File: config.mk
export PLATFORM = sky130hd
export DESIGN_NAME = sar_search_ctrl
export DESIGN_NICKNAME = d
export VERILOG_FILES = /design/src/rtl/sar_search_ctrl_pkg.sv /design/src/rtl/sar_search_ctrl.sv
export SDC_FILE = /design/constraint.sdc
export NUM_CORES = 1
export LEC_CHECK = 0
export BUFFER_PORTS_ARGS = -buffer_cell sky130_fd_sc_hd__buf_2
export CORE_MARGIN = 3
export CORE_UTILIZATION = 51
export DETAILED_ROUTE_END_ITERATION = 10
export PLACE_DENSITY = 0.76
export SLEW_MARGIN = 20
export SYNTH_ARGS = -nofsm -noshare
export SYNTH_HDL_FRONTEND = slang
export SYNTH_SLANG_ARGS = --single-unit
File: constraint.sdc
create_clock -name clk -period 1.9 [get_ports clk]
set_input_delay 0.57 -clock clk [delete_from_list [all_inputs] [get_ports clk]]
set_output_delay 0.57 -clock clk [all_outputs]
set_load 0.01 [all_outputs]
File: src/rtl/sar_search_ctrl_pkg.sv
// Shared definitions for the successive-approximation search controller:
// FSM state encoding, comparator mask codes and the default operand width.
package sar_search_ctrl_pkg;

    localparam int SAR_WIDTH_DEFAULT = 8;

    localparam logic [SAR_WIDTH_DEFAULT-1:0] MASK_GE = {SAR_WIDTH_DEFAULT{1'b1}};
    localparam logic [SAR_WIDTH_DEFAULT-1:0] MASK_LT = {SAR_WIDTH_DEFAULT{1'b0}};

    typedef enum logic [1:0] {
        ST_IDLE = 2'd0,
        ST_TEST = 2'd1,
        ST_DONE = 2'd2
    } sar_state_e;

endpackage

File: src/rtl/sar_search_ctrl.sv
// Binary-searches a hidden comparator operand A by driving trial values on
// operand B and resolving one bit per cycle from the comparator mask.
module sar_search_ctrl
    import sar_search_ctrl_pkg::*;
#(
    parameter int WIDTH = SAR_WIDTH_DEFAULT
) (
    input  logic             clk,
    input  logic             rst,
    input  logic             start,
    input  logic [WIDTH-1:0] cmp_mask,
    output logic [WIDTH-1:0] trial,
    output logic             busy,
    output logic             done,
    output logic [WIDTH-1:0] result,
    output logic             err
);

    localparam int IDX_W = (WIDTH > 1) ? $clog2(WIDTH) : 1;
    localparam logic [IDX_W-1:0] TOP_IDX = IDX_W'(WIDTH - 1);
    localparam logic [WIDTH-1:0] TOP_BIT = {1'b1, {(WIDTH-1){1'b0}}};

    sar_state_e       state_q, state_d;
    logic [WIDTH-1:0] trial_q, trial_d;
    logic [WIDTH-1:0] result_q, result_d;
    logic [IDX_W-1:0] bit_idx_q, bit_idx_d;
    logic             busy_q, busy_d;
    logic             done_q, done_d;
    logic             err_q, err_d;

    logic             mask_ge;
    logic             mask_bad;
    logic [IDX_W-1:0] idx_next;

    // A malformed mask is flagged and resolved as "A below trial".
    assign mask_ge  = (cmp_mask == {WIDTH{1'b1}});
    assign mask_bad = !mask_ge && (cmp_mask != {WIDTH{1'b0}});
    assign idx_next = bit_idx_q - 1'b1;

    always_comb begin
        state_d   = state_q;
        trial_d   = trial_q;
        result_d  = result_q;
        bit_idx_d = bit_idx_q;
        busy_d    = busy_q;
        done_d    = 1'b0;
        err_d     = err_q;

        case (state_q)
            ST_IDLE: begin
                if (start) begin
                    state_d   = ST_TEST;
                    trial_d   = TOP_BIT;
                    bit_idx_d = TOP_IDX;
                    busy_d    = 1'b1;
                    err_d     = 1'b0;
                end
            end
            ST_TEST: begin
                if (mask_bad) begin
                    err_d = 1'b1;
                end
                trial_d[bit_idx_q] = mask_ge;
                if (bit_idx_q != '0) begin
                    trial_d[idx_next] = 1'b1;
                    bit_idx_d         = idx_next;
                end else begin
                    result_d = trial_d;
                    state_d  = ST_DONE;
                    done_d   = 1'b1;
                    busy_d   = 1'b0;
                end
            end
            ST_DONE: begin
                state_d = ST_IDLE;
            end
            default: begin
                state_d = ST_IDLE;
                busy_d  = 1'b0;
            end
        endcase
    end

    always_ff @(posedge clk) begin
        if (rst) begin
            state_q   <= ST_IDLE;
            trial_q   <= '0;
            result_q  <= '0;
            bit_idx_q <= '0;
            busy_q    <= 1'b0;
            done_q    <= 1'b0;
            err_q     <= 1'b0;
        end else begin
            state_q   <= state_d;
            trial_q   <= trial_d;
            result_q  <= result_d;
            bit_idx_q <= bit_idx_d;
            busy_q    <= busy_d;
            done_q    <= done_d;
            err_q     <= err_d;
        end
    end

    assign trial  = trial_q;
    assign busy   = busy_q;
    assign done   = done_q;
    assign result = result_q;
    assign err    = err_q;

endmodule

Word level (Yosys, flattened, before mapping)
Index checks and enable logic that the tools add are counted.
W data, S select, Z words.
Storage, ports and cells
  output and inout port bits: 19
  bits of input ports: 11
  bits in registers: 24
  word-level logic and storage cells: 59
Cells by class
  magnitude comparators: 4
  bitwise logic cells: 4
  reductions and logical operators: 15
  add/subtract/negate cells: 1
  mux-type cells: 21
  equal/unequal tests: 7
Operator list (number)
  $mux W8: 2
  $pmux W8 S2: 1
  $reduce_and A3 Y1: 3
  $bwmux W8: 1
  $eq A8 B8 Y1 const B: 1
  $lt A3 B4 Y1 const B: 2
  $ne A2 B2 Y1 const B: 4
  $or A8 B8 Y8: 1
  $reduce_bool A8 Y1: 1
  $mux W1: 7
  $demux W1 S3: 2
  $ge A3 B1 Y1 const B: 2
  $mux W3: 2
  $pmux W3 S2: 1
  $reduce_and A2 Y1: 3
  $mux W2: 2
  $pmux W2 S2: 1
  $logic_and A1 B1 Y1: 3
  $not A1 Y1: 3
  $pmux W1 S3: 1
  $reduce_bool A3 Y1: 1
  $sub A3 B1 Y3 const B: 1
  $eq A2 B1 Y1 const B: 1
  $eq A2 B2 Y1 const B: 1
  5 further kinds: 5

Longest topological paths before layout
  depth after elaboration: 8
  mapped depth: 7
  depth with buffers taken out: 6

Worst setup path before layout
OpenSTA, ideal clock, no wires.
  path type: input-to-reg
  from: in rst
  to: reg trial_q[3], in the netlist trial[3]
  required time: 1.821 ns
  buffers on the path: 1
  setup slack: 0.229 ns
  stages: 4
  data arrival time: 1.592 ns
  library setup time: 0.079 ns
  path through: or3b_1 buf_6 or4_1 o211ai_1
RTL lines
  start, declared: line sar_search_ctrl.sv:9  | input logic rst,
  end signal, assigned: line sar_search_ctrl.sv:95  | trial_q <= trial_d;
  end, declared: line sar_search_ctrl.sv:24  | logic [WIDTH-1:0] trial_q, trial_d;

Worst setup path in the final report
  from: reg bit_idx_q[1]
  to: reg trial_q[3], in the netlist trial[3]
Between the ends
  longest elaborated chain between the ends: 8
  elaborated cells between the ends (all ways): 16
  those cells by class: add/sub (1); order compare (4); mux (7); bitwise (1); reduce/logical (3)
Ends and longest elaborated chain
  start, declared: line sar_search_ctrl.sv:26  | logic [IDX_W-1:0] bit_idx_q, bit_idx_d;
  start signal, assigned: line sar_search_ctrl.sv:97  | bit_idx_q <= bit_idx_d;
  $sub A3 B1 Y3, or another cell as far along: line sar_search_ctrl.sv:38  | assign idx_next = bit_idx_q - 1'b1;
  $lt A3 B4 Y1 (not written as such), or another cell as far along: line sar_search_ctrl.sv:65  | trial_d[idx_next] = 1'b1;
  $logic_and A1 B1 Y1 (not written as such) or $mux W1 (tied branches): line sar_search_ctrl.sv:65, sar_search_ctrl.sv:63
  $mux W1 (not written as such) or $demux W1 S3 (tied branches): line sar_search_ctrl.sv:65, sar_search_ctrl.sv:63
  $demux W1 S3 or $bwmux W8 (tied branches): line sar_search_ctrl.sv:65, sar_search_ctrl.sv:63
  $or A8 B8 Y8 (no line)
  $mux W8 *: line sar_search_ctrl.sv:64  | if (bit_idx_q != '0) begin
  $pmux W8 S2 *: line sar_search_ctrl.sv:49  | case (state_q)
Every way passes the cells marked *; elsewhere a longest branch is shown, timed or not.
A chain may end at the register's enable or synchronous reset.

==> results.md <==
* Status: finished, final reports clean
* DP Worst Slack at ~0.11 ns
* Starting Density at between 50% and 60%
* Placed instance area at 1390 um2
* Buffer count from post-CTS setup fixing at 0
* Power Total at approximately 1.3 mW
* CP Buf/Inv Count at 1
* H-tree level count at 1
* Maximum vdd ir drop at 0.527 mV
* Worst-Skew Late Latency at about 0.32 ns
* Final worst slack at between 0.1 and 0.15 ns
* Clock slew at reported path FFs at between 0.1 and 0.15 ns
* Syn Area/Cell at approximately 8.2 um2
* Max-cap violations at 0
* DR vias at ~1,200
* Worst Tran Pin Value at ~0.48 ns
* Core area at 2040 um2
* Synth area leaders: dfxtp_1 42%, nor2_1 6.8%, mux2i_1 5.2%
* Critical Path Max Stage Delay at roughly 0.44 ns
* Crit-path slowest cell: or4_1
* Initial DRT Pass Iterations at 4
* Synth area leader: dfxtp_1
* CP Data Arrival Time at around 2.0 ns
* Max Clk Rate at roughly 560 MHz
* Clock sinks at 24
* CP delay by family, top: simple AND/OR/NAND/NOR gates
* Gate Count Post-Synth at between 100 and 150
* CTS tree: done
* Cells along the critical path: inv_1, ha_1, nor3_1, a21oi_1, or4_1, o211ai_1
* PostCTS Resize Cnt at 0
* Post-synth top flop: dfxtp_1
* Fin crit share at a little over 90%
* Die width at 53.5 um
* RSZ-0062 raised after global routing: no
* Final nets at 193
* Final ANT Viol Nets at 0
* Global-route wire length before repair at 4690 um
* Clk buf depth at 2
* Die Y at 53.5 um
* Slew Limit Headroom at roughly two thirds
* Post-route cell area at around 1400 um2
* Post-DP HPWL at about 2200 um
* Synthesized area at between 1000 and 1500 um2
* Leak at around 0.6 nW
* Port bufs at 29
* Share of cells above drive strength 1 at approximately 25%
* Final hold slack at 0.493 ns
* Vias in the first global route at 1,072
* Total Routing Usage GR at between 20% and 30%
* Final Max Slew Viols at 0
* # hold bufs at CTS at 0
* Pwr per Cell Area at 875 nW/um2
* Clock Tree Root: clkbuf_4
* CTS buffer count at 3
* Number of synthesis warnings at 0
* Ant. Diodes at 0
* Clock Skew at between 0.007 and 0.008 ns
* # IOs at 30
* Register area share after synthesis at a little over two fifths
* #FFs+latches synth at 24
* Finish-stage setup viols at 0
* Ys async rst share at 0%
* Type of the worst setup path: flop to flop
* Vias/cell at slightly below 6
* Initial antenna violation count at 0
* Die area at about 2900 um2
* Finished Layout Cells at 206
* Largest net degree at the start of global routing at 17
* Crit. End Element: flop
* Post-Syn Nets at around 150
* Finished Core Util at a little over 70%
* Area fraction of the dominant cell type after synthesis at 41.7%
* Critical-path maximum fanout at 8
* EDFF count, synth at 0
* Area growth from synthesis to layout at 25.1%
* Post-Route WL at between 2000 and 3000 um
* GRT overflow at 0
* Cells after DPL at just over 200
* Min Tclk post-route at ~1.8 ns
* Fin. Hold Viols at 0
* Critical Path Source Type: flop
* Wire per inst at 14.1 um
* Hold Crit Class: flop to flop
* # rows at 16
* Data required time of the worst path at between 2 and 2.5 ns
* Final GP Congestion at about 0.92
* Detailed Route Iter0 Violations at 43
* Synth unique cells at 33
* Setup TNS at 0 ns
* DRC Markers at 0
## state kept, by name, indices dropped and copies added, names as in the netlist
register,count
done,1
err,1
result,8
trial,8
bit_idx_q,3
busy,1
state_q,2
## cells in the final DEF, fill, tap and decap left out, types with 2 or more instances in the layout
cell and n:
a21oi_1 10, nor3_1 6, nor2_1 21, nand3_1 6, nand2_1 5, nor2b_1 3, nand2b_1 5, o21ai_0 12
dfxtp_1 23, o211ai_1 3, mux2i_1 6, o221ai_1 3, nor4_1 3, nor3b_1 3, or3_1 2, clkbuf_4 3
buf_2 29, ha_1 2, inv_1 6, buf_4 11, nand4_1 3
## Yosys cell counts, drive strengths merged, types with 5 or more instances
cell type,n
nor3,6
nand2,5
dfxtp,24
nor2,21
o21ai,12
a21oi,10
nand3,6
inv,6
nand2b,5
mux2i,6
## path summary, 6_finish.rpt
| check | startpoint | endpoint | slack, ns | depth (start not counted) |
|---|---|---|---|---|
| setup / recovery | bit_idx_q[1]$_SDFFE_PP0P_ | trial[3]$_SDFFE_PP0P_ | 0.12 | 6 |
| hold reg to reg | err$_SDFFE_PP0P_ | err$_SDFFE_PP0P_ | 0.49 | 2 |
| setup reg to reg | bit_idx_q[1]$_SDFFE_PP0P_ | trial[3]$_SDFFE_PP0P_ | 0.12 | 6 |
| hold / removal | err$_SDFFE_PP0P_ | err$_SDFFE_PP0P_ | 0.49 | 2 |
## worst reg2reg max path, cell delays in order, from the launching register on
cell      delay [ns]
dfxtp_2         0.41
inv_1           0.15
ha_1            0.27
nor3_1          0.22
a21oi_1         0.12
or4_1           0.44
o211ai_1        0.09
## routing by layer
layer | vias to the layer above | track usage [%] | wire length, um
li1 | 590 | - | -
met2 | 68 | 36.3 | 1350
met4 | 0 | 6.38 | 41
met1 | 527 | 29.3 | 1250
met3 | 7 | 3.38 | 266
met5 | - | 0 | 0
## where the power goes
part | total [mW] | switching (mW) | leakage, nW | internal, mW
Clock | 0.369 | 0.156 | 0.0279 | 0.213
Combinational | 0.313 | 0.186 | 0.371 | 0.127
Sequential | 0.578 | 0.0375 | 0.196 | 0.541
Total | 1.26 | 0.380 | 0.595 | 0.881
## layout make-up
class                   instances  area (um2)
multi-input cells             105         622
fillers                       181         602
flip-flops and latches         24         482
repair buffers                 40         228
well taps                      27        33.8
clock inverters                 1        30.0
clock buffers                   3        22.5
inverters                       6        22.5
## cell families after synthesis
family | synth area share (%)
simple gates | 26.4
compound gates | 20.1
flops | 41.7
buf+inv | 4.35
mux | 5.22
fa+ha+maj | 2.17
Note: power is estimated with default switching activity, not from simulation.
